**src/rtl/hs_ring_pkg.sv**
```systemverilog
// Shared types and helpers for the handshake ring FIFO.
package hs_ring_pkg;

  typedef enum logic {
    L_IDLE,
    L_ACK
  } l_state_t;

  typedef enum logic [1:0] {
    R_IDLE,
    R_SETUP,
    R_ACK,
    R_REL
  } r_state_t;

  function automatic int unsigned ptr_inc(input int unsigned ptr, input int unsigned depth);
    return (ptr + 1 >= depth) ? 0 : ptr + 1;
  endfunction

endpackage

```
**src/rtl/hs_sync.sv**
```systemverilog
// Multi-flop synchroniser with asynchronous active-low clear.
module hs_sync #(
  parameter int unsigned STAGES = 2
) (
  input  logic clk,
  input  logic rst_n,
  input  logic d,
  output logic q
);

  logic [STAGES-1:0] ff;

  always_ff @(posedge clk or negedge rst_n) begin
    if (!rst_n) ff <= '0;
    else        ff <= {ff[STAGES-2:0], d};
  end

  assign q = ff[STAGES-1];

endmodule

```
**src/rtl/hs_ring_fifo.sv**
```systemverilog
// Ring buffer bridging a 4-phase bundled-data sender and receiver, with an
// la period monitor.
module hs_ring_fifo
  import hs_ring_pkg::*;
#(
  parameter int unsigned WIDTH       = 8,
  parameter int unsigned DEPTH       = 4,
  parameter int unsigned SYNC_STAGES = 2,
  parameter int unsigned CNT_W       = 16
) (
  input  logic                       clk,
  input  logic                       rst_n,
  input  logic                       lr,
  input  logic [WIDTH-1:0]           ld,
  output logic                       la,
  output logic                       rr,
  output logic [WIDTH-1:0]           rd,
  input  logic                       ra,
  output logic [$clog2(DEPTH+1)-1:0] count,
  output logic [CNT_W-1:0]           cycle_time,
  output logic                       cycle_valid
);

  localparam int unsigned PW = $clog2(DEPTH);
  localparam int unsigned CW = $clog2(DEPTH + 1);
  localparam logic [CW-1:0] FULL = CW'(DEPTH);

  l_state_t         l_state;
  r_state_t         r_state;
  logic [PW-1:0]    wptr;
  logic [PW-1:0]    rptr;
  logic [WIDTH-1:0] mem [DEPTH];
  logic             lr_s;
  logic             ra_s;
  logic             cap;
  logic             rcommit;
  logic [CNT_W-1:0] mon_cnt;
  logic             seen_rise;

  hs_sync #(.STAGES(SYNC_STAGES)) u_sync_lr (.clk(clk), .rst_n(rst_n), .d(lr), .q(lr_s));
  hs_sync #(.STAGES(SYNC_STAGES)) u_sync_ra (.clk(clk), .rst_n(rst_n), .d(ra), .q(ra_s));

  // An entry is counted at capture, so a full ring blocks the next capture at once.
  assign cap     = (l_state == L_IDLE) && lr_s && (count < FULL);
  assign rcommit = (r_state == R_ACK) && ra_s;

  always_ff @(posedge clk) begin
    if (cap) mem[wptr] <= ld;
  end

  always_ff @(posedge clk or negedge rst_n) begin
    if (!rst_n) begin
      l_state <= L_IDLE;
      la      <= 1'b0;
      wptr    <= '0;
    end else begin
      case (l_state)
        L_IDLE: if (cap) begin
          la      <= 1'b1;
          l_state <= L_ACK;
        end
        L_ACK: if (!lr_s) begin
          la      <= 1'b0;
          wptr    <= PW'(ptr_inc(32'(wptr), DEPTH));
          l_state <= L_IDLE;
        end
        default: l_state <= L_IDLE;
      endcase
    end
  end

  always_ff @(posedge clk or negedge rst_n) begin
    if (!rst_n) begin
      r_state <= R_IDLE;
      rr      <= 1'b0;
      rd      <= '0;
      rptr    <= '0;
    end else begin
      case (r_state)
        R_IDLE: if (count != '0) begin
          rd      <= mem[rptr];
          r_state <= R_SETUP;
        end
        R_SETUP: begin
          rr      <= 1'b1;
          r_state <= R_ACK;
        end
        R_ACK: if (ra_s) begin
          rr      <= 1'b0;
          rptr    <= PW'(ptr_inc(32'(rptr), DEPTH));
          r_state <= R_REL;
        end
        R_REL: if (!ra_s) r_state <= R_IDLE;
        default: r_state <= R_IDLE;
      endcase
    end
  end

  always_ff @(posedge clk or negedge rst_n) begin
    if (!rst_n) begin
      count <= '0;
    end else begin
      case ({cap, rcommit})
        2'b10:   count <= count + 1'b1;
        2'b01:   count <= count - 1'b1;
        default: count <= count;
      endcase
    end
  end

  // cap is exactly the edge on which la goes 0->1.
  always_ff @(posedge clk or negedge rst_n) begin
    if (!rst_n) begin
      mon_cnt     <= '0;
      seen_rise   <= 1'b0;
      cycle_time  <= '0;
      cycle_valid <= 1'b0;
    end else if (cap) begin
      mon_cnt   <= CNT_W'(1);
      seen_rise <= 1'b1;
      if (seen_rise) begin
        cycle_time  <= mon_cnt;
        cycle_valid <= 1'b1;
      end
    end else if (mon_cnt != '1) begin
      mon_cnt <= mon_cnt + 1'b1;
    end
  end

endmodule

```
**config.mk**
```make
export PLATFORM = sky130hd
export DESIGN_NAME = hs_ring_fifo
export DESIGN_NICKNAME = d
export VERILOG_FILES = /design/src/rtl/hs_ring_pkg.sv /design/src/rtl/hs_sync.sv /design/src/rtl/hs_ring_fifo.sv
export SDC_FILE = /design/constraint.sdc
export NUM_CORES = 1
export LEC_CHECK = 0
export CAP_MARGIN = 15
export CORE_MARGIN = 2
export CORE_UTILIZATION = 40
export DETAILED_ROUTE_END_ITERATION = 12
export HOLD_SLACK_MARGIN = 0.1
export PLACE_DENSITY_LB_ADDON = 0.1
export SLEW_MARGIN = 0
export SYNTH_ARGS = -nofsm -noshare
export SYNTH_HDL_FRONTEND = slang
export SYNTH_SLANG_ARGS = --single-unit
```
**constraint.sdc**
```tcl
create_clock -name clk -period 5.7 [get_ports clk]
set_clock_uncertainty 0.1 [all_clocks]
set_input_delay 1.14 -clock clk [delete_from_list [all_inputs] [get_ports clk]]
set_output_delay 1.14 -clock clk [all_outputs]
set_load 0.02 [all_outputs]
```
Yosys cells after proc, flatten, opt, wreduce, memory -nomap -nowiden

Memory sizes are Yosys's and may differ from the RTL's. A register that Yosys moved wholly into a read port is not among the register bits.
Index checks and enable logic that the tools add are counted.

Bitwise operators: 2
Reductions and logical operators: 16
Equal/unequal tests: 11
Muxes and demuxes: 18
Order comparisons: 3
Add/sub/neg operators: 5

Operators with widths:

| cell                  | number |
|---|---|
| $mux 16               | 2 |
| $add 16x1->16 const B | 1 |
| $ne 16x16->1 const B  | 1 |
| $reduce_and 2->1      | 6 |
| $mux 2                | 5 |
| $ne 2x2->1 const B    | 4 |
| $pmux 2 s4            | 1 |
| $add 2x1->3 const B   | 2 |
| $eq 2x2->1 const B    | 3 |
| $ge 3x3->1 const B    | 2 |
| $mux 1                | 6 |
| $pmux 1 s2            | 3 |
| $pmux 3 s2            | 1 |
| $reduce_bool 2->1     | 3 |
| $eq 2x1->1 const B    | 2 |
| $add 3x1->3 const B   | 1 |
| $logic_and 1x1->1     | 3 |
| $lt 3x3->1 const B    | 1 |
| $reduce_and 3->1      | 1 |
| $reduce_bool 3->1     | 1 |
| $sub 3x1->3 const B   | 1 |
| $logic_not 2->1       | 1 |
| $ne 2x1->1 const B    | 1 |
| $not 1->1             | 2 |
| $logic_not 1->1       | 1 |

Output and inout port bits: 30
Bits in registers: 50
Memories: 1
Bits in writable memories: 32

Memory list:

| name | depth | bits a word | rd ports | clocked after Yosys merged registers in | write ports | RTL line           | source |
|---|---|---|---|---|---|---|---|
| mem  | 4     | 8           | 1        | 1                                       | 1           | hs_ring_fifo.sv:32 | `logic [WIDTH-1:0] mem [DEPTH];` |

Longest topological paths before layout

Depth after elaboration: 5
Depth in mapped cells: 10
Gate-level depth less buffers: 10

By module

From an unflattened synthesis, not the netlist that was laid out.

Cell total of the unflattened synthesis: 263
Area total of the unflattened synthesis: 3853.7 um^2

By module, submodules not included:

| module       | cells each | instances | area an instance (um^2) | sequential area each (um^2) |
|---|---|---|---|---|
| hs_ring_fifo | 259        | 1         | 3753.6                  | 2312.2 |
| hs_sync      | 2          | 2         | 50.0                    | 50.0 |

Worst setup path before layout

Ideal clock, no wire load.

Path type: reg2reg
Start: register count[2]
End: register count[2]
Clock period less this slack: 2.144 ns
Cell stages (with the launch flop): 11
Data required time: 5.520 ns
Arrival time: 1.965 ns
Slack: 3.556 ns
Setup time: 0.080 ns
Cells stage by stage: dfrtp_1 > inv_2 > and3_1 > buf_6 > inv_1 > ha_1 > inv_1 > fa_1 > xor2_1 > nor2_1 > xnor2_1

Longest elaborated chain between the ends: 4

RTL lines:

| item                                            | RTL line            | source |
|---|---|---|
| start: declaration                              | hs_ring_fifo.sv:19  | `output logic [$clog2(DEPTH+1)-1:0] count,` |
| start signal: assignment                        | hs_ring_fifo.sv:104 | `2'b10: count <= count + 1'b1;` |
| start signal: assignment                        | hs_ring_fifo.sv:105 | `2'b01: count <= count - 1'b1;` |
| start signal: assignment                        | hs_ring_fifo.sv:106 | `default: count <= count;` |
| $lt 3x3->1                                      | hs_ring_fifo.sv:44  | `assign cap = (l_state == L_IDLE) && lr_s && (count < FULL);` |
| $logic_and 1x1->1                               | hs_ring_fifo.sv:44  |  |
| $eq 2x1->1 or $eq 2x2->1 (tied branches)        | hs_ring_fifo.sv:103 | `case ({cap, rcommit})` |
| $pmux 3 s2 or $reduce_bool 2->1 (tied branches) | -                   |  |

Parallel ways exist; a longest one is shown, timed or not.
A chain may end at the register's enable or synchronous reset.

Worst setup path after layout

Start: register count[0]
End: output count[0]

No word-level cell between the ends.

==> results.env <==
DESIGN_AREA_MM2=0.00455
REPORT.FINAL.SLEW_VIOL_COUNT=0
ROUTE.DETAILED.DRC=0
ASYNCSETRESETFLOPFRACSYNTH=0.644
SYNTH.DISTINCT_CELLS=46
PWR_DENSITY_CELL_mW_PER_MM2=435
DIEWIDTH_UM=102
START_KIND='register'
ANTENNA_CELLS_INSERTED=0
GRT_MAX_DEGREE=59
AREAGROWTHSYNTHTOFINISH_PCT=18.6
CTS_MADE_BUFFERS=9
YOSYS.AREA.TOP_TYPE_SHARE=0.379
POSTSYNTH.TOPFLOPCELL='sky130_fd_sc_hd__dfrtp_1'
REPORT.FINAL.SETUP_VIOL=0
YOSYS-MUX-AREA-FRACTION=0.146
SYNTH_COMPOUND_AREA_FRAC=0.0588
POST_SYNTHESIS_SEQUENTIAL_AREA_RATIO=0.629
START_UTIL=0.413
POST_CTS.RESIZED_INSTANCES=0
NETLIST_INSTANCES=256
TRITONCTS='done'
HOLD_PATH.CLASS='reg2reg'
GRT_OVERFLOW_TOTAL=0
GP_ROUTABILITY_CONGESTION=0.719
PORT-BUFFER-COUNT=41
DRTITER0DRC=66
TCRIT_TCLK_FINAL=0.471
DIE_AREA_MM2=0.0104
WIRE_LENGTH_OF_THE_FIRST_GLOBAL_ROUTING_PASS_UM=11200
HTREE_NUM_LEVELS=3
TRACK_USAGE=0.144
SYNTHSIMPLEGATEAREAFRAC=0.0868
VIASPERCELL=4.99
SYNTH_TOP_AREA_CELL='sky130_fd_sc_hd__dfrtp_1'
POSTSYNTHAREAPERCELL_UM2=15.0
NUMBER_OF_STANDARD_CELLS_IN_THE_FINAL_LAYOUT_EXCLUDING_FILLERS=437
CRITPATHLAUNCH='count[0]'
WL_UM=6660
SYNTH_NETS=281
CLKTRANSATPATHREGS_NS=0.10
FINAL_NET_COUNT=328
CRIT_REQUIRED_NS=4.46
POST_CTS.REPAIR.SETUP_BUFFERS=0
SYNTH_ADDER_AREA_SHARE=0.0444
IOS=42
SETUP-TNS-FINAL_NS=0
POST-PLACE-WS_NS=3.20
CRIT_FAMILY='buffers and inverters'
REPORT.FINAL.HOLD_VIOL_COUNT=0
NFILLCELLS=856
MAX_CAP_VIOL_COUNT=0
CP_MAX_FO=4
CORE_AREA_MM2=0.00928
WL_PER_CELL_UM=15.2
CRIT_CHAIN='clkdlybuf4s50_1'
CTS-ROOT-BUF='sky130_fd_sc_hd__clkbuf_8'
CPPEAKSTAGEDELAY_NS=0.64
XOR_AND_XNOR_AREA_SHARE_AFTER_SYNTHESIS=0.00914
CRIT_SLOWEST_CELL='sky130_fd_sc_hd__clkdlybuf4s50_1'
PEAKVDDDROP_uV=259
CLKLATENCYLATEPIN_NS=0.36
WORST_R2R_STARTPOINT='count[2]'
NUM_VIAS=2179
CLKSINKCOUNT=90
POST_CTS_HOLD_BUFFER_COUNT=0
SYN-CELL-AREA_MM2=0.00383
PATH_BUF_INV=1
PLACE_HPWL_UM=4300
GRT_SETUP_UNREPAIRED='false'
COMBINATIONAL_FAMILY_WITH_THE_MOST_AREA_AFTER_SYNTHESIS='multiplexers'
ROWS=35
ANTENNA_VIOLATIONS_BEFORE_REPAIR=0
SYNTHTOPCELLSBYAREA='sky130_fd_sc_hd__dfrtp_1, sky130_fd_sc_hd__edfxtp_1, sky130_fd_sc_hd__mux2_2'
DRTANTENNAVIOLNETS=0
FIRST_GLOBAL_VIAS=2234
POWER.STATIC_LEAKAGE_nW=1.82
SYNTH.CELLS.MOST_FREQUENT='sky130_fd_sc_hd__dfrtp_1, sky130_fd_sc_hd__edfxtp_1, sky130_fd_sc_hd__mux2_2'
TIMING.CRITICAL_PATH.TO_TYPE='output pin'
MAX_FREQ_MHz=373
SLEW_HEADROOM=0.385
STARTPOINT_OF_THE_TIGHTEST_HOLD_CHECK_PATH='u_sync_ra.ff[0]'
DETAILED_PLACE.AREA_MM2=0.00436
SYNTH-EDFF-COUNT=32
PATH_CLASS='reg2out'
CTS.PATH.MAX_BUFFERS=2
TIMING_WORST_SLEW_PIN_VALUE_NS=0.918
CP.ARRIVAL_NS=1.44
NUMBER_OF_FLIP_FLOPS_AND_LATCHES_IN_THE_SYNTHESIZED_NETLIST=90
DP.CELLS=421
RUN_STATUS='finished clean'
YOSYS_WARNINGS=0
MIN_PERIOD_NS=2.68
DIE_HEIGHT_UM=102
WORST_SLACK_NS=3.02
SYNTHMOSTINSTANTIATEDCELL='sky130_fd_sc_hd__dfrtp_1'
DRIVE_ABOVE_1_SHARE=0.198
DRT_PRE_ANTENNA_ITERS=4
## where the power goes
part           switching [W]  leakage, nW  internal, W
combinational       0.000295        0.704     0.000326
clock               0.000251       0.0922     0.000171
sequential          0.000129         1.02     0.000804
total               0.000676         1.82      0.00130
## kinds of logic after synthesis
kind of cell,Yosys count
AOI/OAI and AO/OA,34
xor gates and xnor gates,4
adders and majority gates,13
buffers and inverters,19
DFF,90
muxes,39
and+or+nand+nor,57
## sequential cells by signal, indices dropped and copies added (netlist names)
register	count
mem	32
cycle_time	16
mon_cnt	16
rd	8
count	3
r_state	2
rptr	2
u_sync_lr.ff	2
u_sync_ra.ff	2
wptr	2
cycle_valid	1
l_state	1
la	1
rr	1
seen_rise	1
## cell type report
type / instances / area (um^2) / share of cell area
Clock buffer: 9 / 124 / 0.0272
Clock inverter: 7 / 66.3 / 0.0146
Inverter: 13 / 48.8 / 0.0107
Multi-Input combinational cell: 147 / 1320 / 0.291
Sequential cell: 90 / 2410 / 0.531
Tap cell: 129 / 161 / 0.0355
Timing Repair Buffer: 42 / 413 / 0.0908
## stage by stage
step           hold slack (ns)  power [W]   util
6_report                 0.255    0.00198  0.490
4_1_cts                  0.258    0.00201  0.490
2_1_floorplan            0.231    0.00136      -
3_5_place_dp             0.236    0.00158  0.469
3_3_place_gp             0.232    0.00158  0.469
5_1_grt                  0.267    0.00211  0.490
## worst paths after layout
kind                                    to  slack [ns]  cells after the start
min                        u_sync_ra.ff[1]        0.26                      0
max in group asynchronous    cycle_time[6]        4.17                      2
min reg2reg                u_sync_ra.ff[1]        0.26                      0
min in group asynchronous       r_state[0]        0.82                      2
max reg2reg                       count[1]        3.22                      7
max                               count[0]        3.02                      1
## cells in the final DEF (no fill, tap or decap), types with 3 or more instances in the layout
master / instances
sky130_fd_sc_hd__a211oi_1: 3
sky130_fd_sc_hd__nand4_1: 3
sky130_fd_sc_hd__or3_1: 5
sky130_fd_sc_hd__dfrtp_1: 58
sky130_fd_sc_hd__mux2_4: 9
sky130_fd_sc_hd__nand3_1: 4
sky130_fd_sc_hd__o21ai_0: 10
sky130_fd_sc_hd__clkdlybuf4s50_1: 40
sky130_fd_sc_hd__mux4_2: 8
sky130_fd_sc_hd__edfxtp_1: 32
sky130_fd_sc_hd__and2_1: 5
sky130_fd_sc_hd__a21oi_1: 8
sky130_fd_sc_hd__ha_1: 12
sky130_fd_sc_hd__a31oi_1: 3
sky130_fd_sc_hd__nor2_1: 11
sky130_fd_sc_hd__mux2_2: 18
sky130_fd_sc_hd__nor3_1: 3
sky130_fd_sc_hd__clkbuf_8: 9
sky130_fd_sc_hd__inv_8: 3
sky130_fd_sc_hd__and4_1: 3
sky130_fd_sc_hd__nand2_1: 11
sky130_fd_sc_hd__mux2i_1: 4
sky130_fd_sc_hd__inv_1: 12
## layer usage
| metal | track usage | vias to the layer above | routed length (um) |
|---|---|---|---|
| li1 | - | 1038 | - |
| met1 | 0.178 | 1085 | 2890 |
| met2 | 0.244 | 46 | 3390 |
| met3 | 0.0390 | 10 | 265 |
| met4 | 0.0523 | 0 | 109 |
| met5 | 0 | - | 0 |
Power figures use the tool's default switching activity.
